--- src/rtl/seq_alu.sv ---
// Sequential ALU: single-cycle combinational ops plus a radix-2 multi-cycle multiply/divide unit.
// Define SEQ_ALU_DIV_EN to build the divide path (DIV/DIVU); without it only MULT/MULTU launch.
module seq_alu #(
  parameter int DATA_WIDTH = 32
) (
  input  logic                  clk,
  input  logic                  rst_n,
  input  logic [DATA_WIDTH-1:0] a,
  input  logic [DATA_WIDTH-1:0] b,
  input  logic [3:0]            op,
  input  logic                  start,
  output logic [DATA_WIDTH-1:0] result,
  output logic                  zero,
  output logic                  overflow,
  output logic                  busy,
  output logic                  done,
  output logic [DATA_WIDTH-1:0] hi,
  output logic [DATA_WIDTH-1:0] lo
);

  localparam int W  = DATA_WIDTH;
  localparam int SW = $clog2(W);
  localparam int CW = SW + 1;

  typedef enum logic [1:0] {IDLE, RUN, DONE} state_t;

  state_t          state, state_nx;
  logic [CW-1:0]   cnt;
  logic [W:0]      acc, acc_nx;
  logic [W-1:0]    mq, mq_nx;
  logic [W-1:0]    mcand;
  logic            neg_q;
  logic [SW-1:0]   shamt;
  logic [W-1:0]    sum, diff;
  logic            go;
  logic            a_neg, b_neg;
  logic [W-1:0]    a_mag, b_mag;
  logic [W:0]      addend;
  logic [2*W-1:0]  prod_mag, prod;
`ifdef SEQ_ALU_DIV_EN
  logic            is_div;
  logic            neg_r;
  logic [W:0]      shifted, trial;
  logic [W-1:0]    rem_mag, quo, rem;
`endif

  // Combinational datapath
  assign shamt = b[SW-1:0];

  always_comb begin
    sum      = a + b;
    diff     = a - b;
    result   = '0;
    overflow = 1'b0;
    case (op)
      4'b0000: result = a & b;
      4'b0001: result = a | b;
      4'b0010: begin
        result   = sum;
        overflow = (a[W-1] == b[W-1]) && (sum[W-1] != a[W-1]);
      end
      4'b0011: result[0] = $signed(a) < $signed(b);
      4'b0100: result = a ^ b;
      4'b0101: result = ~(a | b);
      4'b0110: begin
        result   = diff;
        overflow = (a[W-1] != b[W-1]) && (diff[W-1] != a[W-1]);
      end
      4'b0111: result[0] = a < b;
      4'b1000: result = a << shamt;
      4'b1001: result = a >> shamt;
      4'b1010: result = $signed(a) >>> shamt;
      default: result = '0;
    endcase
  end

  assign zero = (result == '0);

  // Launch control
`ifdef SEQ_ALU_DIV_EN
  assign go = start && (op[3:2] == 2'b11);
`else
  assign go = start && (op[3:1] == 3'b110);
`endif

  // Signed ops work on magnitudes; the sign is restored on the final edge
  assign a_neg = ~op[0] & a[W-1];
  assign b_neg = ~op[0] & b[W-1];
  assign a_mag = a_neg ? -a : a;
  assign b_mag = b_neg ? -b : b;

  // FSM
  always_ff @(posedge clk or negedge rst_n) begin
    if (!rst_n) state <= IDLE;
    else        state <= state_nx;
  end

  always_comb begin
    state_nx = state;
    case (state)
      IDLE:    if (go) state_nx = RUN;
      RUN:     if (cnt == CW'(1)) state_nx = DONE;
      DONE:    state_nx = IDLE;
      default: state_nx = IDLE;
    endcase
  end

  assign busy = (state != IDLE);
  assign done = (state == DONE);

  // One radix-2 step: acc/mq form a shared double-width shift register
  always_comb begin
    acc_nx = acc;
    mq_nx  = mq;
    addend = '0;
`ifdef SEQ_ALU_DIV_EN
    shifted = '0;
    trial   = '0;
    if (is_div) begin
      shifted = {acc[W-1:0], mq[W-1]};
      trial   = shifted - {1'b0, mcand};
      if (shifted >= {1'b0, mcand}) begin
        acc_nx = trial;
        mq_nx  = {mq[W-2:0], 1'b1};
      end else begin
        acc_nx = shifted;
        mq_nx  = {mq[W-2:0], 1'b0};
      end
    end else
`endif
    begin
      addend = acc + (mq[0] ? {1'b0, mcand} : '0);
      acc_nx = {1'b0, addend[W:1]};
      mq_nx  = {addend[0], mq[W-1:1]};
    end
  end

  assign prod_mag = {acc_nx[W-1:0], mq_nx};
  assign prod     = neg_q ? -prod_mag : prod_mag;
`ifdef SEQ_ALU_DIV_EN
  assign rem_mag  = acc_nx[W-1:0];
  assign quo      = neg_q ? -mq_nx : mq_nx;
  assign rem      = neg_r ? -rem_mag : rem_mag;
`endif

  always_ff @(posedge clk or negedge rst_n) begin
    if (!rst_n) begin
      cnt   <= '0;
      acc   <= '0;
      mq    <= '0;
      mcand <= '0;
      neg_q <= 1'b0;
      hi    <= '0;
      lo    <= '0;
`ifdef SEQ_ALU_DIV_EN
      is_div <= 1'b0;
      neg_r  <= 1'b0;
`endif
    end else begin
      case (state)
        IDLE: if (go) begin
          cnt   <= CW'(W);
          acc   <= '0;
          mq    <= a_mag;
          mcand <= b_mag;
          // Divide by zero keeps an unsigned all-ones quotient
          neg_q <= (a_neg ^ b_neg) && (b != '0);
`ifdef SEQ_ALU_DIV_EN
          is_div <= op[1];
          neg_r  <= a_neg;
`endif
        end
        RUN: begin
          cnt <= cnt - CW'(1);
          acc <= acc_nx;
          mq  <= mq_nx;
          if (cnt == CW'(1)) begin
`ifdef SEQ_ALU_DIV_EN
            if (is_div) begin
              hi <= rem;
              lo <= quo;
            end else
`endif
            begin
              hi <= prod[2*W-1:W];
              lo <= prod[W-1:0];
            end
          end
        end
        default: ;
      endcase
    end
  end

endmodule

--- config.mk ---
export PLATFORM = sky130hd
export DESIGN_NAME = seq_alu
export DESIGN_NICKNAME = d
export VERILOG_FILES = /design/src/rtl/seq_alu.sv
export SDC_FILE = /design/constraint.sdc
export NUM_CORES = 1
export LEC_CHECK = 0
export ABC_CLOCK_PERIOD_IN_PS = 5400
export CAP_MARGIN = 20
export CORE_MARGIN = 5
export CORE_UTILIZATION = 35
export DETAILED_ROUTE_END_ITERATION = 7
export GPL_ROUTABILITY_DRIVEN = 0
export PLACE_DENSITY_LB_ADDON = 0.15
export SYNTH_ARGS = -nofsm -noshare
export SYNTH_HDL_FRONTEND = slang
export SYNTH_SLANG_ARGS = --single-unit
--- constraint.sdc ---
create_clock -name clk -period 5.4 [get_ports clk]
set_clock_uncertainty 0.15 [all_clocks]
set_input_delay 0.54 -clock clk [delete_from_list [all_inputs] [get_ports clk]]
set_output_delay 0.54 -clock clk [all_outputs]
set_load 0.02 [all_outputs]
After elaboration in Yosys (flattened, before gate mapping) --
Index checks and enable logic that the tools add are counted.
Word-level totals: logic and storage cells 78, input bits 71, register bits after elaboration 170, output and inout bits 100
Operators by class: equality and inequality tests 20, multiplexer cells 16, $add $sub $neg 7, $lt $le $gt $ge 2, reduce and logical (&&, ||, !) cells 14, bitwise gates (word level) 8, shift operators 3
Operator list (count):
- case mux 31 bit (9 select lines) | 1
- 2-to-1 mux 32 bit | 4
- case mux 33 bit (2 select lines) | 1
- less-than comparator 32 bit | 2
- 2-to-1 mux 64 bit | 1
- negator 32 bit | 2
- negator 64 bit | 1
- case mux 32 bit (2 select lines) | 1
- adder 33 x 32 -> 33 bit | 1
- 2-to-1 mux 33 bit | 1
- adder 32 bit | 1
- AND 32 bit | 1
- zero test 32 bit | 1
- NOT 32 bit | 1
- bitwise OR 32 bit | 1
- nonzero test 32 bit | 1
- << shifter 32 x 5 -> 32 bit | 1
- right shift 32 x 5 -> 32 bit | 1
- >>> shifter 32 x 5 -> 32 bit | 1
- subtractor 32 bit | 1
- bitwise XOR 32 bit | 1
- equality test 4 x 3 -> 1 bit, second input constant | 4
- equality test 4 bit, second input constant | 3
- case mux 6 bit (2 select lines) | 1
- 23 further kinds | 36

Longest topological paths before layout --
depth after elaboration 5, gate-level depth with buffers 17, depth with buffers taken out 15

Worst setup path after synthesis --
Ideal clock, no wire load.
path kind input -> output, start in b[3], end out zero, data required time 4.710 ns, buffers on the path 4, arrival 5.394 ns, slack -0.684 ns, stages on the path 16, cell sequence clkbuf_1 clkbuf_1 inv_1 clkbuf_1 buf_1 ha_1 inv_1 or4_1 a21oi_1 o31a_1 nor4_1 a2111oi_0 o211ai_1 or3_1 or4_1 nor4_1
On the way: elaborated cells on any way between the ends 14, those cells by class add/sub: 2; order compare: 2; shift: 3; mux: 2; bitwise: 4; reduce/logical: 1
RTL lines:
- start: declaration | RTL line 9 | input logic [DATA_WIDTH-1:0] b,
- subtractor 32 bit, or another cell as far along | RTL line 52 | diff = a - b;
- case mux 31 bit (9 select lines) * | RTL line 55 | case (op)
- via result[21] | RTL line 12 | output logic [DATA_WIDTH-1:0] result,
- zero test 32 bit * | RTL line 77 | assign zero = (result == '0);
- end: declaration | RTL line 13 | output logic zero,
Mark *: on every way through the listed nets, which the timed path passes. The rest lies on a longest branch.

Final worst setup path --
start in a[5], end out zero
On the way: word-level cells in the longest chain between the ends 4, elaborated cells on any way between the ends 14, those cells by class add/sub: 2; order compare: 2; shift: 3; mux: 2; bitwise: 4; reduce/logical: 1
RTL lines:
- start: declaration | RTL line 8 | input logic [DATA_WIDTH-1:0] a,
- branches (longest 3 deep; another with subtractor 32 bit)
- zero test 32 bit * | RTL line 77
Every way passes the cells marked *.

==> impl_metrics.json <==
{
  "clkSlewWorstSetupHoldPaths_ns": 0.07,
  "startpoint_type": "input pin",
  "first_iter_violations": 2841,
  "multi_input_area_um2": 15900,
  "max_freq_mhz": 185,
  "synth_area_leaders": "dfrtp_1, ha_1, mux4_2, o21ai_0, nand2_1",
  "grt_pass1_vias": 23880,
  "hold_viol_final": 0,
  "die_h_um": 256,
  "grt_max_degree": 130,
  "crit_fanout": 10,
  "via_count": 24662,
  "htreeDepth": 4,
  "wirelength_mm": 97.7,
  "final_nets": 3533,
  "ff2ff_setup_slack_ns": 0.31,
  "reg2reg_from": "mq[0]",
  "dp_hpwl_mm": 79.8,
  "finalCritPeriodShare": 1.00,
  "synth_nets": 2969,
  "synthMuxAreaShare": 0.108,
  "finish.utilization": 0.475,
  "total_leakage_power_nw": 12.7,
  "synth_top_area_cell": "dfrtp_1",
  "ys.warnings.count": 0,
  "routedWlPerCell_um": 23.8,
  "whs_path_depth": 2,
  "synth_compound_area_frac": 0.273,
  "finalMaxSlewViolations": 0,
  "via_per_inst": 6.00,
  "placed_cells": 4075,
  "synth_edf_count": 0,
  "slew-limit-headroom": 0.257,
  "area_growth_pct": 35.0,
  "critical_path_arrival_ns": 4.71,
  "endpoint_kind": "primary output",
  "dp_slack_ns": -0.602,
  "max-vdd-ir-drop_uv": 218,
  "tritoncts": "done",
  "synthFlopType": "dfrtp_1",
  "layout-drive-gt1-share": 0.238,
  "antenna_found_initial": 2,
  "hold_path.class": "flip-flop to flip-flop",
  "power_mw": 8.15,
  "nFillCells": 5956,
  "drc": 0,
  "synth.distinct_cells": 88,
  "insertion_delay_ns": 0.44,
  "fin_cells": 4111,
  "avgSynthCellArea_um2": 7.71,
  "synthXorXnorAreaFrac": 0.0681,
  "cts_buffers": 17,
  "clockBufferDepth": 2,
  "ys_ff_latch": 169,
  "synth_top_family_by_area": "compound AO/OA/AOI/OAI gates",
  "hold_slack_ns": 0.325,
  "coreArea_um2": 60200,
  "cts_root_buf": "clkbuf_16",
  "postCtsSetupBuffers": 0,
  "rsz0062_at_grt": "yes",
  "seq_area_um2": 4230,
  "antenna_cells": 0,
  "synthSimpleGateAreaFrac": 0.203,
  "antenna_left": 0,
  "num_rows": 90,
  "fp.dieW_um": 256,
  "dr.pass1.iters": 6,
  "grt_usage": 0.283,
  "dieArea_um2": 65700,
  "r2r_cells": 13,
  "io_buffers": 170,
  "timing.rr.end": "hi[31]",
  "io_pins": 171,
  "cts_sinks": 169,
  "syn-instance-count": 2752,
  "syn-cell-area_um2": 21200,
  "min_period_ns": 5.40,
  "finalSetupViolations": 1,
  "cp.required_ns": 4.71,
  "hold-path-endpoint": "mcand[25]",
  "tightest_slew_ns": 1.09,
  "hp-start": "mcand[25]",
  "synthAdderAreaFrac": 0.0871,
  "violations": "setup timing",
  "grt-ovfl-total": 0,
  "worstSetupPathType": "input pin to primary output",
  "initial_core_util": 0.352,
  "synth_top_area_share": 0.199,
  "fin_ws_ns": -0.00415,
  "outcome": "finished, violations left",
  "ys_seq_area_frac": 0.199,
  "pwr_density_cell_nw_per_um2": 284,
  "grt_pass1_wl_mm": 147,
  "synthArstFlopShare": 1.00,
  "max_cap_viol_count": 0
}
state kept, by name, summed over array words and instances (netlist names):
signal and count:
lo 32, state 2, mq 32, acc 32, hi 32, mcand 32
cnt 6, neg_q 1
layer usage:
metal	share of wire	vias to the layer above	GRT usage
met1	0.42	11726	0.383
met5	0.00032	-	0
met3	0.091	261	0.0518
met2	0.43	1384	0.435
li1	-	11287	-
met4	0.063	4	0.144
repair_timing:
item	in CTS	in global routing
pin swaps	2	2
hold endpoints to repair	0	25
resized for setup	26	16
setup endpoints to repair	3	4
gates cloned	0	0
hold buffers	0	1
cells by family after synthesis:
logic type	after synthesis
AOI/OAI and AO/OA	904
and+or+nand+nor	889
buffers and inverters	336
DFF	169
xor gates and xnor gates	165
adders and majority gates	146
muxes	143
area by class of cell:
class	instances	share of cell area
clock buffer	18	0.0153
clock inverter	14	0.00812
inverter	124	0.0162
multi-input combinational	2247	0.555
sequential	169	0.148
tap	782	0.0342
timing repair buffer	757	0.223
report_power, final:
part	switching (mW)	internal [mW]
Clock	0.539	0.846
Combinational	2.69	2.01
Sequential	0.365	1.69
layout by cell type, fill, tap and decap left out, types with 34 or more instances in the layout:
cell type,n
and2_1,41
a21oi_1,170
ha_1,139
clkdlybuf4s50_1,156
o211ai_1,34
a21o_1,41
nand3_1,89
dfrtp_1,168
buf_4,566
nor3_1,54
inv_1,121
nand2_1,288
o21ai_0,299
nor2_1,206
mux4_2,67
xnor2_1,122
mux2i_1,54
xor2_1,43
through the flow:
step           area [µm²]  TNS [ns]
2_1_floorplan       21300         0
3_3_place_gp        27800    -0.982
3_5_place_dp        27800     -1.08
4_1_cts             28500   -0.0645
5_1_grt             28600   -0.0946
6_report            28600  -0.00415
how the worst max path moves through the flow:
stage                     startpoint   end  cells past startpoint  slack, ns
after global routing            a[1]  zero                     15      -0.09
after CTS                       a[1]  zero                     15      -0.06
final                           a[5]  zero                     15     -0.004
after floorplan                 b[3]  zero                     16       0.01
after detailed placement        a[1]  zero                     15      -0.60
after global placement          a[0]  zero                     17      -0.59
synthesized netlist by cell type (33+ instances only):
master and instances:
a211oi_1 37, a21o_1 41, a21oi_1 172, a22oi_1 33, and2_1 41, clkbuf_1 164
dfrtp_1 169, ha_1 143, inv_1 121, mux2i_1 54, mux4_2 67, nand2_1 290
nand3_1 89, nor2_1 207, nor3_1 54, o211ai_1 34, o21ai_0 300, xnor2_1 122
xor2_1 43
worst max-delay path: stages:
cell and delay [ns]:
clkdlybuf4s50_1 0.49, buf_4 0.20, inv_1 0.11, ha_1 0.37, buf_4 0.17, o211ai_1 0.18, a31o_2 0.19, a21oi_1 0.10
a21boi_0 0.43, o21bai_2 0.19, a221o_1 0.38, a21o_1 0.21, or4b_2 0.68, nor4_4 0.29, buf_4 0.19
Note: power is estimated with default switching activity, not from simulation.
